**src/rtl/distribute_pkg.sv**
```systemverilog
// Shared types and constants for the one-hot distributor.
// The perf counter width is used only when DISTRIBUTE_PERF_CNT_EN is set.
package distribute_pkg;

   localparam int PERF_CNT_WIDTH = 16;

   typedef enum logic {
      IDLE = 1'b0,
      BUSY = 1'b1
   } dist_state_e;

endpackage

```
**src/rtl/distribute_out_slot.sv**
```systemverilog
// One output port: pending bit, data gating and an optional delivery counter.
// DISTRIBUTE_PERF_CNT_EN adds the saturating o_perf_cnt output.
module distribute_out_slot
   import distribute_pkg::*;
#(
   parameter int DATA_WIDTH = 32
) (
   input  logic                  clk,
   input  logic                  rst_n,
   input  logic                  load,
   input  logic                  load_bit,
   input  logic                  i_ready,
   input  logic [DATA_WIDTH-1:0] data_r,
   output logic                  o_valid,
   output logic [DATA_WIDTH-1:0] o_data
`ifdef DISTRIBUTE_PERF_CNT_EN
   ,
   output logic [PERF_CNT_WIDTH-1:0] o_perf_cnt
`endif
);

   logic pending_r;
   logic fire;

   assign fire    = pending_r && i_ready;
   assign o_valid = pending_r;
   assign o_data  = pending_r ? data_r : '0;

   // load wins over drain: the top only loads once this bit drains
   always_ff @(posedge clk or negedge rst_n) begin
      if (!rst_n) begin
         pending_r <= 1'b0;
      end else if (load) begin
         pending_r <= load_bit;
      end else if (fire) begin
         pending_r <= 1'b0;
      end
   end

`ifdef DISTRIBUTE_PERF_CNT_EN
   logic [PERF_CNT_WIDTH-1:0] cnt_r;

   always_ff @(posedge clk or negedge rst_n) begin
      if (!rst_n) begin
         cnt_r <= '0;
      end else if (fire && (cnt_r != '1)) begin
         cnt_r <= cnt_r + 1'b1;
      end
   end

   assign o_perf_cnt = cnt_r;
`endif

endmodule

```
**src/rtl/distribute_1xn_one_hot_seq.sv**
```systemverilog
// Single-beat 1-to-N distributor steered by a one-hot/multicast mask.
// DISTRIBUTE_PERF_CNT_EN adds per-port delivered-beat counters (o_perf_cnt).
module distribute_1xn_one_hot_seq
   import distribute_pkg::*;
#(
   parameter int DATA_WIDTH       = 32,
   parameter int NUM_DATA_OUT     = 4,
   parameter int IN_COMMAND_WIDTH = 8,
   localparam int OUT_COMMAND_WIDTH =
      (IN_COMMAND_WIDTH > NUM_DATA_OUT) ?
      (IN_COMMAND_WIDTH - NUM_DATA_OUT) : 1
) (
   input  logic                                 clk,
   input  logic                                 rst_n,
   input  logic                                 i_en,
   input  logic                                 i_valid,
   input  logic [DATA_WIDTH-1:0]                i_data_bus,
   input  logic [IN_COMMAND_WIDTH-1:0]          i_cmd,
   output logic                                 o_ready,
   output logic [NUM_DATA_OUT-1:0]              o_valid,
   output logic [NUM_DATA_OUT*DATA_WIDTH-1:0]   o_data_bus,
   input  logic [NUM_DATA_OUT-1:0]              i_ready,
   output logic [OUT_COMMAND_WIDTH-1:0]         o_cmd,
   output logic                                 o_drop
`ifdef DISTRIBUTE_PERF_CNT_EN
   ,
   output logic [NUM_DATA_OUT*PERF_CNT_WIDTH-1:0] o_perf_cnt
`endif
);

   logic [DATA_WIDTH-1:0]        data_r;
   logic [OUT_COMMAND_WIDTH-1:0] cmd_r;
   logic [NUM_DATA_OUT-1:0]      pending;
   logic [NUM_DATA_OUT-1:0]      mask;
   logic                         accept;
   logic                         drop_r;
   dist_state_e                  state;

   assign mask    = i_cmd[NUM_DATA_OUT-1:0];
   assign state   = (|pending) ? BUSY : IDLE;
   assign o_ready = i_en && ((pending & ~i_ready) == '0);
   assign accept  = i_valid && o_ready;
   assign o_drop  = drop_r;
   assign o_valid = pending;
   assign o_cmd   = (state == BUSY) ? cmd_r : '0;

   always_ff @(posedge clk or negedge rst_n) begin
      if (!rst_n) begin
         data_r <= '0;
         drop_r <= 1'b0;
      end else begin
         drop_r <= accept && (mask == '0);
         if (accept) begin
            data_r <= i_data_bus;
         end
      end
   end

   generate
      if (IN_COMMAND_WIDTH > NUM_DATA_OUT) begin : g_cmd
         always_ff @(posedge clk or negedge rst_n) begin
            if (!rst_n) begin
               cmd_r <= '0;
            end else if (accept) begin
               cmd_r <= i_cmd[IN_COMMAND_WIDTH-1:NUM_DATA_OUT];
            end
         end
      end else begin : g_no_cmd
         assign cmd_r = '0;
      end
   endgenerate

   generate
      for (genvar k = 0; k < NUM_DATA_OUT; k++) begin : g_slot
         distribute_out_slot #(
            .DATA_WIDTH (DATA_WIDTH)
         ) u_slot (
            .clk      (clk),
            .rst_n    (rst_n),
            .load     (accept),
            .load_bit (mask[k]),
            .i_ready  (i_ready[k]),
            .data_r   (data_r),
            .o_valid  (pending[k]),
            .o_data   (o_data_bus[k*DATA_WIDTH+:DATA_WIDTH])
`ifdef DISTRIBUTE_PERF_CNT_EN
            ,
            .o_perf_cnt
               (o_perf_cnt[k*PERF_CNT_WIDTH+:PERF_CNT_WIDTH])
`endif
         );
      end
   endgenerate

endmodule

```
**config.mk**
```make
export PLATFORM = sky130hd
export DESIGN_NAME = distribute_1xn_one_hot_seq
export DESIGN_NICKNAME = d
export VERILOG_FILES = /design/src/rtl/distribute_pkg.sv /design/src/rtl/distribute_out_slot.sv /design/src/rtl/distribute_1xn_one_hot_seq.sv
export SDC_FILE = /design/constraint.sdc
export NUM_CORES = 1
export LEC_CHECK = 0
export ABC_CLOCK_PERIOD_IN_PS = 1800
export BUFFER_PORTS_ARGS = -buffer_cell sky130_fd_sc_hd__buf_2
export CAP_MARGIN = 0
export CORE_MARGIN = 2
export CORE_UTILIZATION = 38
export CTS_BUF_LIST = sky130_fd_sc_hd__clkbuf_2
export DETAILED_ROUTE_END_ITERATION = 8
export PLACE_DENSITY = 0.78
export SKIP_LAST_GASP = 1
export SLEW_MARGIN = 20
export SYNTH_ARGS = -nofsm -noshare
export SYNTH_HDL_FRONTEND = slang
export SYNTH_SLANG_ARGS = --single-unit
```
**constraint.sdc**
```tcl
create_clock -name clk -period 1.8 [get_ports clk]
set_clock_uncertainty 0.2 [all_clocks]
set_input_delay 0.36 -clock clk [delete_from_list [all_inputs] [get_ports clk]]
set_output_delay 0.36 -clock clk [all_outputs]
set_load 0.02 [all_outputs]
```
=== After elaboration in Yosys (flattened, before gate mapping) ===
Cells that the tools add are included.

* Bitwise operators: 2
* Reductions and logical operators: 14
* Multiplexer cells: 14

{| class="wikitable"
|+ Operators by type and width
! cell !! count
|-
| 32-bit two-way mux || 4
|-
| 1-bit two-way mux || 9
|-
| 4-bit logical NOT || 2
|-
| 2-bit nonzero test || 4
|-
| 1-bit logical AND || 7
|-
| 4-bit bitwise AND || 1
|-
| 4-bit two-way mux || 1
|-
| 4-bit NOT || 1
|-
| 4-bit OR reduction || 1
|}

* Logic and storage cells: 37
* Output and inout port bits: 138
* Flip-flop bits (word level): 41
* Bits of input ports: 48

=== Longest topological paths before layout ===
* Word-level depth: 6
* Mapped depth: 6
* Mapped depth without buffers: 4

=== Modules after synthesis ===
A second synthesis with hierarchy kept.

* Cell total of the unflattened synthesis: 248
* Area total of the unflattened synthesis: 2735.1 um2

{| class="wikitable"
|+ By module, submodules not included
! module !! cells each !! area each (um2) !! seq. area each (um2) !! times used
|-
| distribute_1xn_one_hot_seq || 92 || 1554.0 || 925.9 || 1
|-
| distribute_out_slot || 39 || 295.3 || 25.0 || 4
|}

=== Least setup slack after synthesis ===
No wires, ideal clock.

* Path kind: register -> register
* Start point: register g_slot[1].u_slot.pending_r
* End point: register cmd_r[0]
* Period minus slack after synthesis: 1908 ps
* Data arrival time: 1583 ps
* Library setup time: 125 ps
* Required time: 1475 ps
* Path slack: -108 ps
* Path buffers: 2
* Stages on the path, launching flop included: 7
* Cell sequence: dfrtp_1 > nor2b_1 > nor4_2 > and3_1 > buf_6 > buf_8 > mux2_4

* Longest elaborated chain between the ends: 4

{| class="wikitable"
|+ Ends and longest elaborated chain
! what !! RTL line !! text
|-
| from (decl) || distribute_out_slot.sv:22 || <nowiki>logic pending_r;</nowiki>
|-
| from (signal assigned) || distribute_out_slot.sv:34 || <nowiki>pending_r <= load_bit;</nowiki>
|-
| 4-bit bitwise AND || distribute_1xn_one_hot_seq.sv:41 || <nowiki>assign o_ready = i_en && ((pending & ~i_ready) == '0);</nowiki>
|-
| 4-bit logical NOT || distribute_1xn_one_hot_seq.sv:41 ||
|-
| 1-bit logical AND || distribute_1xn_one_hot_seq.sv:41 ||
|-
| 1-bit logical AND || distribute_1xn_one_hot_seq.sv:42 || <nowiki>assign accept = i_valid && o_ready;</nowiki>
|-
| to (signal assigned) || distribute_1xn_one_hot_seq.sv:65 || <nowiki>cmd_r <= i_cmd[IN_COMMAND_WIDTH-1:NUM_DATA_OUT];</nowiki>
|-
| to (decl) || distribute_1xn_one_hot_seq.sv:32 || <nowiki>logic [OUT_COMMAND_WIDTH-1:0] cmd_r;</nowiki>
|}

No other way between the ends.
A chain may end at the register's enable or synchronous reset.

=== Worst setup path in the final report ===
* Start point: register g_slot[0].u_slot.pending_r
* End point: output o_cmd[3]

* Longest elaborated chain between the ends: 3

{| class="wikitable"
|+ Ends and longest elaborated chain
! what !! RTL line !! text
|-
| from (decl) || distribute_out_slot.sv:22 ||
|-
| from (signal assigned) || distribute_out_slot.sv:34 ||
|-
| 4-bit OR reduction || distribute_1xn_one_hot_seq.sv:40 || <nowiki>assign state = (|pending) ? BUSY : IDLE;</nowiki>
|-
| 1-bit two-way mux || distribute_1xn_one_hot_seq.sv:40 ||
|-
| 4-bit two-way mux || distribute_1xn_one_hot_seq.sv:45 || <nowiki>assign o_cmd = (state == BUSY) ? cmd_r : '0;</nowiki>
|-
| to (decl) || distribute_1xn_one_hot_seq.sv:23 || <nowiki>output logic [OUT_COMMAND_WIDTH-1:0] o_cmd,</nowiki>
|}

No other way between the ends.

==> impl_metrics.ini <==
[synth]
yosysWarnings = 0
main_combinational_cell_family_by_area_after_synthesis = simple AND/OR/NAND/NOR gates
synth_compound_area_frac = 0.01150
synthDistinctLibCells = 14
synth-simple-area-share = 0.3426
syn_nets = 292
synth_sequential_area_ratio = 0.3929
post_synth_fa_ha_maj_area_fraction = 0
netlist_area_sq_mm = 0.002611
synthMuxAreaShare = 0.1984
synth-xor-area-share = 0
postSynthAreaPerCell_sq_um = 10.70
synth-seq-cells = 41
netlist_instances = 244

[critical_path]
cp_max_fo = 4
worst_setup_ep_type = primary output
cp_data_required_time_ns = 1.24
kind_of_critical_path = flop to primary output
arrival_ns = 1.61
category_of_the_worst_setup_path_launch_point = flop

[placement]
place_worst_setup_slack_ns = -0.1925
cell_count_post_placement = 496
finalWeightedCongestion = 0.6858
place_hpwl_mm = 5.195
number_of_input_and_output_port_buffers_inserted = 185

[grt]
grt_overflow_total = 0
grt_first_pass_wirelength_mm = 14.88
grtUsageTotal = 0.2614
maximum_number_of_pins_on_one_net_before_global_route_repair = 42
antenna_found_initial = 0
first_global_vias = 2793

[sta]
timing_max_transition_violations_final = 0
rsz0062_at_grt = true
finalWorstSetupSlack_ns = -0.3682
timing.final.crit_period_ns = 2.168
hold_viol = 0
max_slew.worst_pin.slew_ns = 0.5356
max_freq_mhz = 461.2
period_share = 1.205
tns_ns = -38.78
maxSlewHeadroom = 0.6429
setup_viol = 178

[job]
maxCapViolations = 0

[die]
die-width_um = 86.90
die_height_um = 86.90
floorplan.initialDensity = 0.3886
design.die.area_sq_mm = 0.007551
floorplan.io_pins = 186
core-area_sq_mm = 0.006719
num_rows = 30

[pwr]
cellLeakagePower_nw = 2.755
vdd.ir_drop.worst_v = 0.0004801
total_power_w = 0.003988
power_density_mw_per_mm2 = 755.9

[route]
via_count = 2790
drtAntennaViolNets = 0
route.final.wire_length_mm = 10.82
avgRoutedWirePerCell_um = 18.95
drcViolationCount = 0
drt_first_iter_violations = 64
drt-vias-per-instance = 4.886
drt_first_pass_iters = 4

[finish]
area_growth_pct = 102.1
register_area_sq_mm = 0.001028
nNetsFinal = 538
final_core_utilization = 0.7853
num-fill-cells = 399
multiInputGateArea_sq_mm = 0.001655
share_of_layout_cells_above_drive_strength_1 = 0.6680
diodes = 0
instances_no_fill = 571

[clock_tree]
clock_latency_ns = 0.40
numCtsBuffers = 5
cts-root-to-sink-buffers = 2
cts_root_buf = sky130_fd_sc_hd__clkbuf_2
tritoncts = done
numClockSinks = 41
clk_pin_slew_ns = 0.20
total_number_of_h_tree_levels = 2

[status]
failed_checks = negative setup slack
run_status = complete, but fails checks

[min_path]
min_delay_path_class = primary input to flop
==> routing by layer <==
layer  global-route usage  share of wire
met2               0.4774           0.54
met4              0.07244          0.016
met1               0.3069           0.38
met5                    0              0
met3              0.05592          0.058
==> cells in the final DEF (no fill, tap or decap) <==
cell,Yosys,routed
sky130_fd_sc_hd__mux2_1,5,4
sky130_fd_sc_hd__a21o_1,4,4
sky130_fd_sc_hd__buf_6,2,78
sky130_fd_sc_hd__and3_4,0,1
sky130_fd_sc_hd__buf_16,0,6
sky130_fd_sc_hd__dlygate4sd3_1,0,41
sky130_fd_sc_hd__nor2b_4,0,3
sky130_fd_sc_hd__clkbuf_16,0,5
sky130_fd_sc_hd__dfrtp_1,41,39
sky130_fd_sc_hd__mux2_2,1,1
sky130_fd_sc_hd__and2_1,130,67
sky130_fd_sc_hd__dfrtp_2,0,2
sky130_fd_sc_hd__clkinv_1,0,2
sky130_fd_sc_hd__buf_4,4,12
sky130_fd_sc_hd__clkbuf_2,0,5
sky130_fd_sc_hd__nor2b_1,8,5
sky130_fd_sc_hd__nor4_4,0,2
sky130_fd_sc_hd__mux2_4,30,31
sky130_fd_sc_hd__buf_2,0,104
sky130_fd_sc_hd__buf_8,3,3
sky130_fd_sc_hd__nor4_1,2,1
sky130_fd_sc_hd__buf_12,0,11
sky130_fd_sc_hd__and2_4,0,63
sky130_fd_sc_hd__clkinv_2,0,1
==> sequential cells by signal (all words and copies together) (netlist names) <==
register	cells
cmd_r	4
data_r	32
o_drop	1
g_slot.u_slot.o_valid	4
==> cells by family (layout without fill, tap and decap cells) <==
| logic type | Yosys count | count (layout) |
|---|---|---|
| compound gates | 4 | 4 |
| flops | 41 | 41 |
| mux | 36 | 36 |
| simple gates | 142 | 142 |
| buf+inv | 21 | 268 |
==> power breakdown <==
group | total, W | internal [W] | switching (W)
combinational | 0.00218 | 0.00124 | 0.000935
sequential | 0.00141 | 0.00114 | 0.000274
clock | 0.000400 | 0.0000851 | 0.000314
==> area by class of cell <==
| cell class | instances | share of cell area |
|---|---|---|
| sequential | 41 | 0.1949 |
| clock inverter | 3 | 0.002371 |
| timing repair buffer | 260 | 0.4653 |
| clock buffer | 5 | 0.004743 |
| tap | 80 | 0.01897 |
| multi-input combinational | 182 | 0.3137 |
==> repair_timing <==
item / 4_1_cts / 5_1_grt
pin swaps: 2 / 1
hold buffers: 41 / 0
setup endpoints to repair: 173 / 178
hold endpoints to repair: 81 / 0
setup buffers: 8 / 8
gates resized for setup: 197 / 70
cloned: 8 / 6
==> cells in the mapped netlist <==
cell type | n | share of area
sky130_fd_sc_hd__buf_6 | 2 | 0.0086
sky130_fd_sc_hd__and3_1 | 1 | 0.0024
sky130_fd_sc_hd__dfrtp_1 | 41 | 0.39
sky130_fd_sc_hd__nor4_2 | 1 | 0.0048
sky130_fd_sc_hd__mux2_1 | 5 | 0.022
sky130_fd_sc_hd__clkbuf_1 | 12 | 0.017
sky130_fd_sc_hd__buf_8 | 3 | 0.017
sky130_fd_sc_hd__buf_4 | 4 | 0.012
sky130_fd_sc_hd__nor2b_1 | 8 | 0.019
sky130_fd_sc_hd__nor4_1 | 2 | 0.0048
sky130_fd_sc_hd__and2_1 | 130 | 0.31
sky130_fd_sc_hd__a21o_1 | 4 | 0.012
sky130_fd_sc_hd__mux2_4 | 30 | 0.17
sky130_fd_sc_hd__mux2_2 | 1 | 0.0043
==> path summary, 6_finish.rpt <==
kind / from / to / slack, ns / cells past startpoint
setup / recovery: g_slot[0].u_slot.o_valid$_DFFE_PN0P_ / o_cmd[3] / -0.37 / 5
hold / removal: i_ready[1] / g_slot[1].u_slot.o_valid$_DFFE_PN0P_ / 0.05 / 3
setup reg to reg: g_slot[2].u_slot.o_valid$_DFFE_PN0P_ / data_r[20]$_DFFE_PN0P_ / -0.24 / 5
hold reg to reg: cmd_r[3]$_DFFE_PN0P_ / cmd_r[3]$_DFFE_PN0P_ / 0.34 / 1
max in group asynchronous: rst_n / g_slot[1].u_slot.o_valid$_DFFE_PN0P_ / 0.68 / 3
min in group asynchronous: rst_n / data_r[22]$_DFFE_PN0P_ / 0.32 / 3
==> metrics by stage <==
stage	hold WS, ns	cell area (sq um)
after global placement	0.2504	3607
after global routing	0.01711	5276
final	0.05150	5276
after CTS	0.02858	4938
after detailed placement	0.2663	3607
after floorplan	-0.1356	2638
==> worst max-delay path: stages (launching register included) <==
cell and delay (ns):
sky130_fd_sc_hd__dfrtp_1 0.46, sky130_fd_sc_hd__buf_12 0.14, sky130_fd_sc_hd__nor4_4 0.24, sky130_fd_sc_hd__buf_4 0.16, sky130_fd_sc_hd__nor2b_1 0.04, sky130_fd_sc_hd__buf_4 0.15
Power figures use the tool's default switching activity.
